==> src/rtl/hud_sequencer.sv <==
// ============================================================================
// Module   : hud_sequencer
// Brief    : Frame-driven HUD layer sequencer. Tracks stage and 3-digit BCD
//            score and runs a banner / blink / play state machine that gates
//            the stage, score and digit text layers.
// Revision : 1.0 - initial release
// ============================================================================
`default_nettype none

module hud_sequencer #(
    parameter int BANNER_FRAMES = 120,
    parameter int BLINK_FRAMES  = 64,
    parameter int BLINK_HALF    = 8,
    parameter int MAX_STAGE     = 9
) (
    input  logic        clk,
    input  logic        resetN,
    input  logic        startOfFrame,
    input  logic        newGame,
    input  logic        newStage,
    input  logic        scoreAdd,
    input  logic [2:0]  scorePoints,
    output logic        stageTextEn,
    output logic        scoreTextEn,
    output logic        digitsEn,
    output logic [3:0]  stageDigit,
    output logic [11:0] scoreBCD,
    output logic        hudBusy
);

    localparam int CNT_MAX = (BANNER_FRAMES > BLINK_FRAMES) ? BANNER_FRAMES : BLINK_FRAMES;
    localparam int CW      = $clog2(CNT_MAX + 1);
    localparam int HW      = $clog2(BLINK_HALF + 1);

    localparam logic [CW-1:0] C_BANNER = CW'(BANNER_FRAMES);
    localparam logic [CW-1:0] C_BLINK  = CW'(BLINK_FRAMES);
    localparam logic [HW-1:0] C_HALF   = HW'(BLINK_HALF);
    localparam logic [3:0]    C_MAXSTG = 4'(MAX_STAGE);

    typedef enum logic [1:0] {
        S_IDLE   = 2'd0,
        S_BANNER = 2'd1,
        S_BLINK  = 2'd2,
        S_PLAY   = 2'd3
    } state_t;

    state_t        state_q, state_d;
    logic [3:0]    stage_q, stage_d;
    logic [11:0]   score_q, score_d;
    logic [CW-1:0] cnt_q, cnt_d;
    logic [HW-1:0] half_q, half_d;
    logic          blink_q, blink_d;
    logic          stage_en_q, score_en_q, digits_en_q, busy_q;
    logic          stage_en_d, score_en_d, digits_en_d, busy_d;

    logic [11:0]   score_sum;
    logic [CW-1:0] cnt_inc;
    logic [HW-1:0] half_inc;

    assign cnt_inc  = cnt_q + CW'(1);
    assign half_inc = half_q + HW'(1);

    // Single-cycle BCD addition of scorePoints with ripple carry, saturating at 999
    always_comb begin
        logic [4:0] u_sum, t_sum, h_sum;
        logic       c_u, c_t;
        score_sum = score_q;
        u_sum = {1'b0, score_q[3:0]} + {2'b00, scorePoints};
        c_u   = (u_sum > 5'd9);
        if (c_u) u_sum = u_sum - 5'd10;
        t_sum = {1'b0, score_q[7:4]} + {4'b0000, c_u};
        c_t   = (t_sum > 5'd9);
        if (c_t) t_sum = t_sum - 5'd10;
        h_sum = {1'b0, score_q[11:8]} + {4'b0000, c_t};
        if (h_sum > 5'd9) score_sum = 12'h999;
        else              score_sum = {h_sum[3:0], t_sum[3:0], u_sum[3:0]};
    end

    // Next-state logic: restart events first, then score and frame handling
    always_comb begin
        state_d = state_q;
        stage_d = stage_q;
        score_d = score_q;
        cnt_d   = cnt_q;
        half_d  = half_q;
        blink_d = blink_q;

        if (newGame) begin
            state_d = S_BANNER;
            stage_d = 4'd1;
            score_d = 12'h000;
            cnt_d   = '0;
            half_d  = '0;
            blink_d = 1'b1;
        end else if (newStage && (state_q != S_IDLE)) begin
            state_d = S_BANNER;
            stage_d = (stage_q >= C_MAXSTG) ? C_MAXSTG : stage_q + 4'd1;
            cnt_d   = '0;
            half_d  = '0;
            blink_d = 1'b1;
            if (scoreAdd) score_d = score_sum;
        end else begin
            if (scoreAdd && (state_q != S_IDLE)) score_d = score_sum;
            if (startOfFrame) begin
                case (state_q)
                    S_BANNER: begin
                        if (cnt_inc == C_BANNER) begin
                            state_d = S_BLINK;
                            cnt_d   = '0;
                            half_d  = '0;
                            blink_d = 1'b1;
                        end else begin
                            cnt_d = cnt_inc;
                        end
                    end
                    S_BLINK: begin
                        if (cnt_inc == C_BLINK) begin
                            state_d = S_PLAY;
                            cnt_d   = '0;
                            half_d  = '0;
                            blink_d = 1'b1;
                        end else begin
                            cnt_d = cnt_inc;
                            // Half-period counter runs from BLINK entry
                            if (half_inc == C_HALF) begin
                                half_d  = '0;
                                blink_d = ~blink_q;
                            end else begin
                                half_d = half_inc;
                            end
                        end
                    end
                    default: ;
                endcase
            end
        end

        stage_en_d  = (state_d == S_BANNER) || ((state_d == S_BLINK) && blink_d);
        digits_en_d = (state_d == S_BANNER) || (state_d == S_PLAY) ||
                      ((state_d == S_BLINK) && blink_d);
        score_en_d  = (state_d == S_PLAY);
        busy_d      = (state_d == S_BANNER) || (state_d == S_BLINK);
    end

    // State, datapath and registered layer enables
    always_ff @(posedge clk or negedge resetN) begin
        if (!resetN) begin
            state_q     <= S_IDLE;
            stage_q     <= 4'd0;
            score_q     <= 12'h000;
            cnt_q       <= '0;
            half_q      <= '0;
            blink_q     <= 1'b1;
            stage_en_q  <= 1'b0;
            score_en_q  <= 1'b0;
            digits_en_q <= 1'b0;
            busy_q      <= 1'b0;
        end else begin
            state_q     <= state_d;
            stage_q     <= stage_d;
            score_q     <= score_d;
            cnt_q       <= cnt_d;
            half_q      <= half_d;
            blink_q     <= blink_d;
            stage_en_q  <= stage_en_d;
            score_en_q  <= score_en_d;
            digits_en_q <= digits_en_d;
            busy_q      <= busy_d;
        end
    end

    assign stageTextEn = stage_en_q;
    assign scoreTextEn = score_en_q;
    assign digitsEn    = digits_en_q;
    assign stageDigit  = stage_q;
    assign scoreBCD    = score_q;
    assign hudBusy     = busy_q;

endmodule

`default_nettype wire

==> config.mk <==
export PLATFORM = sky130hd
export DESIGN_NAME = hud_sequencer
export DESIGN_NICKNAME = d
export VERILOG_FILES = /design/src/rtl/hud_sequencer.sv
export SDC_FILE = /design/constraint.sdc
export NUM_CORES = 1
export LEC_CHECK = 0
export CELL_PAD_IN_SITES_DETAIL_PLACEMENT = 1
export CELL_PAD_IN_SITES_GLOBAL_PLACEMENT = 2
export CORE_UTILIZATION = 30
export DETAILED_ROUTE_END_ITERATION = 6
export HOLD_SLACK_MARGIN = 0.06
export PLACE_DENSITY_LB_ADDON = 0.1
export SLEW_MARGIN = 15
export SYNTH_ARGS = -nofsm -noshare
export SYNTH_HDL_FRONTEND = slang
export SYNTH_SLANG_ARGS = --single-unit
==> constraint.sdc <==
create_clock -name clk -period 9.7 [get_ports clk]
set_input_delay 1.94 -clock clk [delete_from_list [all_inputs] [get_ports clk]]
set_output_delay 1.94 -clock clk [all_outputs]
set_load 0.02 [all_outputs]
==> results.cfg, run 1 <==
[run_status]
outcome = complete, no violations

[logic_synthesis]
number_of_distinct_library_cells_after_synthesis = 55
synth_commonest_cells = dfrtp_1 (33), ha_1 (22), nor2_1 (21)
yosys_register_bits = 34
mean_cell_area_of_the_mapped_netlist_sq_um = 9.37
synthesis.area_sq_um = 2300
synth_nets = 277
synth-main-ff-cell = dfrtp_1
netlist.area_leader.share_pct = 36.0
synth_async_sr_flop_share_pct = 100
seq_area_frac_synth_pct = 37.1
yosysMostFrequentCell = dfrtp_1
cell_types_occupying_the_most_area_after_synthesis = dfrtp_1 (36%), ha_1 (12%), nor3_1 (3.5%)
synth_cells = 245
synth-edff-count = 0
synth_largest_area_cell = dfrtp_1
synthesis.yosys.warnings = 0

[grt]
first_pass_grt_wire_length_microns = 9230
grt_max_degree = 35
number_of_global_route_vias_before_repair = 1877
grt.total_usage_pct = 15.0
grt_antenna_before_repair = 0
grt-ovfl-total = 0

[worst_setup_path]
timing.critical_path.depth = 21
critical_path.max_fanout = 8
crit_start = scorePoints[0]
capture_point_of_the_worst_reg_to_reg_path = scoreBCD[10]$_DFFE_PN0P_
cpMostUsedCell = ha_1
critical_path.max_stage_delay_ns = 0.71
critical_path.endpoint_type = flip-flop
worstSetupPathType = primary input to flip-flop
cp_cell_sequence = clkdlybuf4s50_1, ha_1, inv_1, fa_1, xor2_1, nand2_1, a21oi_1, nor3_1, ha_1, ha_1, nand2b_1, mux2i_1, nor2_1, ha_1, ha_1, nand2b_1, a21oi_1, a21oi_1, nor3_1, a21oi_1, mux2i_1
cp_slowest_cell = nor3_1
timing.rr.start = scoreBCD[0]$_DFFE_PN0P_
worst-path-buf-inv = 2
ff2ff_path_depth = 20
timing.critical_path.max_delay_family = simple AND/OR/NAND/NOR gates
r2r_setup_slack_ns = 4.65
arrival_ns = 6.96
worst-endpoint-required_ns = 9.91
startpoint_type_of_the_worst_setup_path = primary input

[sta]
post-route-period-util_pct = 69.6
rsz_0062_raised_after_global_routing = no
worstMarginPinSlew_ns = 1.02
final_setup_violations = 0
period_needed_ns = 6.76
fin_worst_hold_slack_ns = 0.539
maxClockFrequency_ghz = 0.148
total_negative_setup_slack_ns = 0
final_max_slew_viol_count = 0
hold_viol = 0
finClkSkew_ns = 0.00681
maxSlewHeadroom_pct = 31.0

[floorplan]
die_y_microns = 89.5
fp_rows = 31
die-width_microns = 89.5
floorplan.die_area_sq_um = 8010
design.portCount = 29
core_sq_um = 7330
initial_core_util_pct = 31.3

[min_path]
whs_path_depth = 1
holdCritStartpoint = scoreBCD[10]$_DFFE_PN0P_
min_to = scoreBCD[10]$_DFFE_PN0P_
hold_path_class = flip-flop to flip-flop

[final_layout]
syn2layout_area_growth_pct = 20.1
multi_input_comb_area_sq_um = 1360
final_cells = 375
layout.nets = 307
post_route_cells_drive_above_1_share_pct = 7.97
fill_cells = 860
antennaDiodeCount = 0
layout.area.seq_sq_um = 852

[clocking]
clk_pin_slew_ns = 0.07
clock_latency_ns = 0.29
clk_path_buf_depth = 2
cts_tree = built
master_cell_of_the_clock_root_buffer = clkbuf_8
post_cts.repair.setup_buffers = 0
numClockSinks = 34
cts.hold.buffers_added = 0
cts_htree_levels = 2
number_of_cts_inserted_buffers = 5
post_cts.resized_instances = 0

[job]
drv_cap = 0

[detailed_routing]
drt_pass1_iterations = 4
vias = 1870
vias_per_cell = 4.99
detail-route-antenna-nets = 0
detail_route.wirelength_microns = 5450
route.detailed.drc = 0
number_of_drc_markers_after_the_initial_detailed_route_iteration = 48
post_drt_wl_per_cell_microns = 14.5

[power]
intPower_uw = 237
ir_drop_mv = 0.0503
clkPwrFrac_pct = 32.6
p_switching_uw = 100
p_sw_share_pct = 29.7
seq_power_share_pct = 45.8
p_comb_share_pct = 21.6
p_leak_uw = 0.00121
pwr_density_cell_nw_per_um2 = 122

[placement]
dp_cells = 367
io_buffers = 28
gp_congestion = 0.763
hpwl_microns = 4020
[cell usage in the layout, fill, tap and decap left out, drive strengths merged, types with 2 or more instances in the layout]
cell           instances
dfrtp                 33
clkdlybuf4s50         27
ha                    22
nor2                  21
nor3                  16
nand2                 16
inv                   15
o21ai                 15
a21oi                 12
nand3                  9
a22o                   8
clkbuf                 7
nor2b                  5
nand2b                 5
a21o                   5
xor2                   4
xnor2                  4
and3                   4
or2                    3
a311oi                 3
o31ai                  3
mux2i                  3
a31oi                  3
o211ai                 2
nor4bb                 2
nor3b                  2
a211oi                 2
and4b                  2
o311ai                 2
[state kept, by name, indices dropped and copies added, names as in the netlist, 2 cells and up]
register    flops
scoreBCD       12
half_q          4
stageDigit      4
cnt_q           7
state_q         2
[cells by family after synthesis]
| group | after synthesis | synth area share [%] |
|---|---|---|
| simple gates | 93 | 21.8 |
| xor+xnor | 8 | 3.05 |
| buf+inv | 20 | 3.71 |
| flops | 34 | 37.1 |
| compound gates | 63 | 19.7 |
| fa+ha+maj | 23 | 12.9 |
| mux | 4 | 1.80 |
[through the flow]
stage	area [sq um]	total power, uW	setup slack [ns]	utilization, %
3_3_place_gp	2670	232	2.89	36.4
5_1_grt	2760	359	2.45	37.6
4_1_cts	2760	344	2.93	37.6
2_1_floorplan	2300	202	3.90	-
6_report	2760	337	2.94	37.6
3_5_place_dp	2670	231	2.65	36.4
[layer usage]
layer	vias up	track usage, %	share of wire [%]	wire length, microns
met5	-	0	0	0
met4	0	3.46	0.92	50
met3	6	3.05	2.3	128
met2	20	23.5	43	2360
met1	899	21.2	53	2920
li1	945	-	-	-
[power by group through the flow]
stage                     Combinational (uW)  Clock (uW)  Sequential (uW)
after floorplan                         40.7           0              162
after global placement                  74.2           0              158
after detailed placement                73.6           0              157
after CTS                               74.3         115              155
after global routing                    81.8         122              156
final                                   72.8         110              155
[worst max path at each step]
stage,to
floorplan,scoreBCD[10]$_DFFE_PN0P_
global placement,scoreBCD[10]$_DFFE_PN0P_
detailed placement,scoreBCD[10]$_DFFE_PN0P_
CTS,scoreBCD[10]$_DFFE_PN0P_
global route,scoreBCD[6]$_DFFE_PN0P_
finish,scoreBCD[10]$_DFFE_PN0P_
[layout make-up]
type | instances | share of cell area, %
clock buffers | 7 | 3.13
clock inverters | 1 | 0.181
inverters | 15 | 2.04
multi-input cells | 191 | 49.3
flip-flops and latches | 34 | 30.9
well taps | 99 | 4.49
repair buffers | 28 | 9.98
No activity file was read; power rests on OpenSTA's default activity.
==> inputs of run 2 (changes only) <==
clock period = 6.2 ns   (was 9.7 ns; I/O delays follow)
==> run 2 against run 1 <==
Critical path depth grew 2; cell area rose by 1.5%; combinational power is 63% higher; hold slack lost 0.0098 ns; worst setup slack worse by 2.4 ns; wire length rose by 4.0%; non-clock buffer count grew 2; critical endpoint unchanged.
==> results.cfg, run 2 (synthesis gave the netlist of run 1 again) <==
[worst_setup_path]
critical_path.endpoint_type = flip-flop
worst-path-buf-inv = 4
worstSetupPathType = primary input to flip-flop
cp_cell_sequence = clkdlybuf4s50_1, ha_1, inv_1, fa_1, xor2_1, nand2_1, a21oi_1, nor3_1, buf_4, ha_1, ha_1, nand2b_1, mux2i_1, nor2_1, ha_1, ha_1, nand2b_1, a21oi_1, a21oi_1, nor3_1, buf_4, a21oi_1, mux2i_1
capture_point_of_the_worst_reg_to_reg_path = scoreBCD[10]$_DFFE_PN0P_
startpoint_type_of_the_worst_setup_path = primary input
timing.rr.start = scoreBCD[0]$_DFFE_PN0P_
critical_path.max_fanout = 8
critical_path.max_stage_delay_ns = 0.47
cpMostUsedCell = ha_1
timing.critical_path.max_delay_family = adder cells
arrival_ns = 5.82
ff2ff_path_depth = 22
cp_slowest_cell = clkdlybuf4s50_1
r2r_setup_slack_ns = 1.58
worst-endpoint-required_ns = 6.38

[clocking]
numClockSinks = 34
post_cts.repair.setup_buffers = 0
cts_tree = built
clk_path_buf_depth = 2
cts_htree_levels = 2
clock_latency_ns = 0.29
clk_pin_slew_ns = 0.08
number_of_cts_inserted_buffers = 5
master_cell_of_the_clock_root_buffer = clkbuf_8
cts.hold.buffers_added = 0
post_cts.resized_instances = 0

[grt]
grt_max_degree = 35
grt_antenna_before_repair = 0
grt-ovfl-total = 0
first_pass_grt_wire_length_microns = 9610
number_of_global_route_vias_before_repair = 1937
grt.total_usage_pct = 15.9

[run_status]
outcome = complete, no violations

[sta]
final_setup_violations = 0
finClkSkew_ns = 0.0122
final_max_slew_viol_count = 0
maxSlewHeadroom_pct = 30.4
rsz_0062_raised_after_global_routing = no
period_needed_ns = 5.64
post-route-period-util_pct = 91.0
total_negative_setup_slack_ns = 0
hold_viol = 0
worstMarginPinSlew_ns = 1.03
maxClockFrequency_ghz = 0.177

[min_path]
min_to = stageDigit[3]$_DFFE_PN0P_
holdCritStartpoint = stageDigit[3]$_DFFE_PN0P_
whs_path_depth = 2
hold_path_class = flip-flop to flip-flop

[floorplan]
fp_rows = 31
die_y_microns = 89.5
die-width_microns = 89.5
design.portCount = 29
core_sq_um = 7330
floorplan.die_area_sq_um = 8010
initial_core_util_pct = 31.3

[final_layout]
design_area_sq_um = 2800
final_cells = 377
post_route_cells_drive_above_1_share_pct = 8.63
syn2layout_area_growth_pct = 21.9
antennaDiodeCount = 0
finish.utilization_pct = 38.2
mostFrequentLayoutCells = dfrtp_1 (33), clkdlybuf4s50_1 (27), ha_1 (22)
largest_register_ffs = 12
mostFrequentLayoutCell = dfrtp_1
layout.nets = 309

[power]
p_leak_uw = 0.00123
pwr_density_cell_nw_per_um2 = 205
ir_drop_mv = 0.0949
final_power_uw = 574

[detailed_routing]
drt_pass1_iterations = 4
detail_route.wirelength_microns = 5670
detail-route-antenna-nets = 0
route.detailed.drc = 0
vias_per_cell = 5.15
vias = 1943
post_drt_wl_per_cell_microns = 15.0
number_of_drc_markers_after_the_initial_detailed_route_iteration = 37

[placement]
io_buffers = 28
hpwl_microns = 4200
dpl_cell_area_sq_um = 2680
gp_congestion = 0.723
dp_cells = 369

[job]
drv_cap = 0
==> run 2: changes by cell type in the layout (fill, tap and decap cells not counted), sizes merged <==
cell,previous run,this run
bufinv,0,1
clkinv,1,0
buf,1,3
==> run 2: area by class of cell <==
cell class                 instances  area, sq um
inverter                          15         56.3
clock inverter                     1         30.0
timing repair buffer              30          290
multi-input combinational        191         1360
clock buffer                       7         86.3
fill                             849         4530
sequential                        34          852
tap                               99          124
==> run 2: worst max path at each step <==
stage	from	end	slack [ns]	cells after the start
after floorplan	scorePoints[0]	scoreBCD[10]$_DFFE_PN0P_	1.10	20
after global placement	scorePoints[0]	scoreBCD[10]$_DFFE_PN0P_	0.48	23
after detailed placement	scorePoints[0]	scoreBCD[10]$_DFFE_PN0P_	0.28	23
after CTS	scorePoints[0]	scoreBCD[10]$_DFFE_PN0P_	0.58	23
after global routing	scorePoints[0]	scoreBCD[10]$_DFFE_PN0P_	0.16	23
final	scorePoints[0]	scoreBCD[10]$_DFFE_PN0P_	0.56	23
==> run 2: stage by stage <==
step | hold WS, ns | setup WS, ns
final | 0.530 | 0.560
after detailed placement | 0.519 | 0.276
after global routing | 0.575 | 0.160
after floorplan | 0.489 | 1.10
after global placement | 0.526 | 0.480
after CTS | 0.538 | 0.582
==> run 2: layer usage <==
metal	vias up	share of wire (%)	track usage [%]	wire length, microns
met5	-	0	0	0
met4	0	0.88	3.90	50
met3	7	3.0	3.05	170
met2	26	45	24.5	2540
met1	955	51	22.8	2920
li1	955	-	-	-
==> run 2: worst reg2reg max path: stages (launching register included) <==
cell and delay (ns):
dfrtp_1 0.40, ha_1 0.19, inv_1 0.07, fa_1 0.42, xor2_1 0.29, nand2_1 0.15
a21oi_1 0.19, nor3_1 0.07, buf_4 0.16, ha_1 0.23, ha_1 0.29, nand2b_1 0.19
mux2i_1 0.18, nor2_1 0.11, ha_1 0.22, ha_1 0.31, nand2b_1 0.10, a21oi_1 0.06
a21oi_1 0.39, nor3_1 0.09, buf_4 0.19, a21oi_1 0.15, mux2i_1 0.09
==> run 2: power breakdown <==
group          internal [uW]  switching (uW)
clock                    131            82.4
sequential               230            11.2
combinational           53.4            65.4
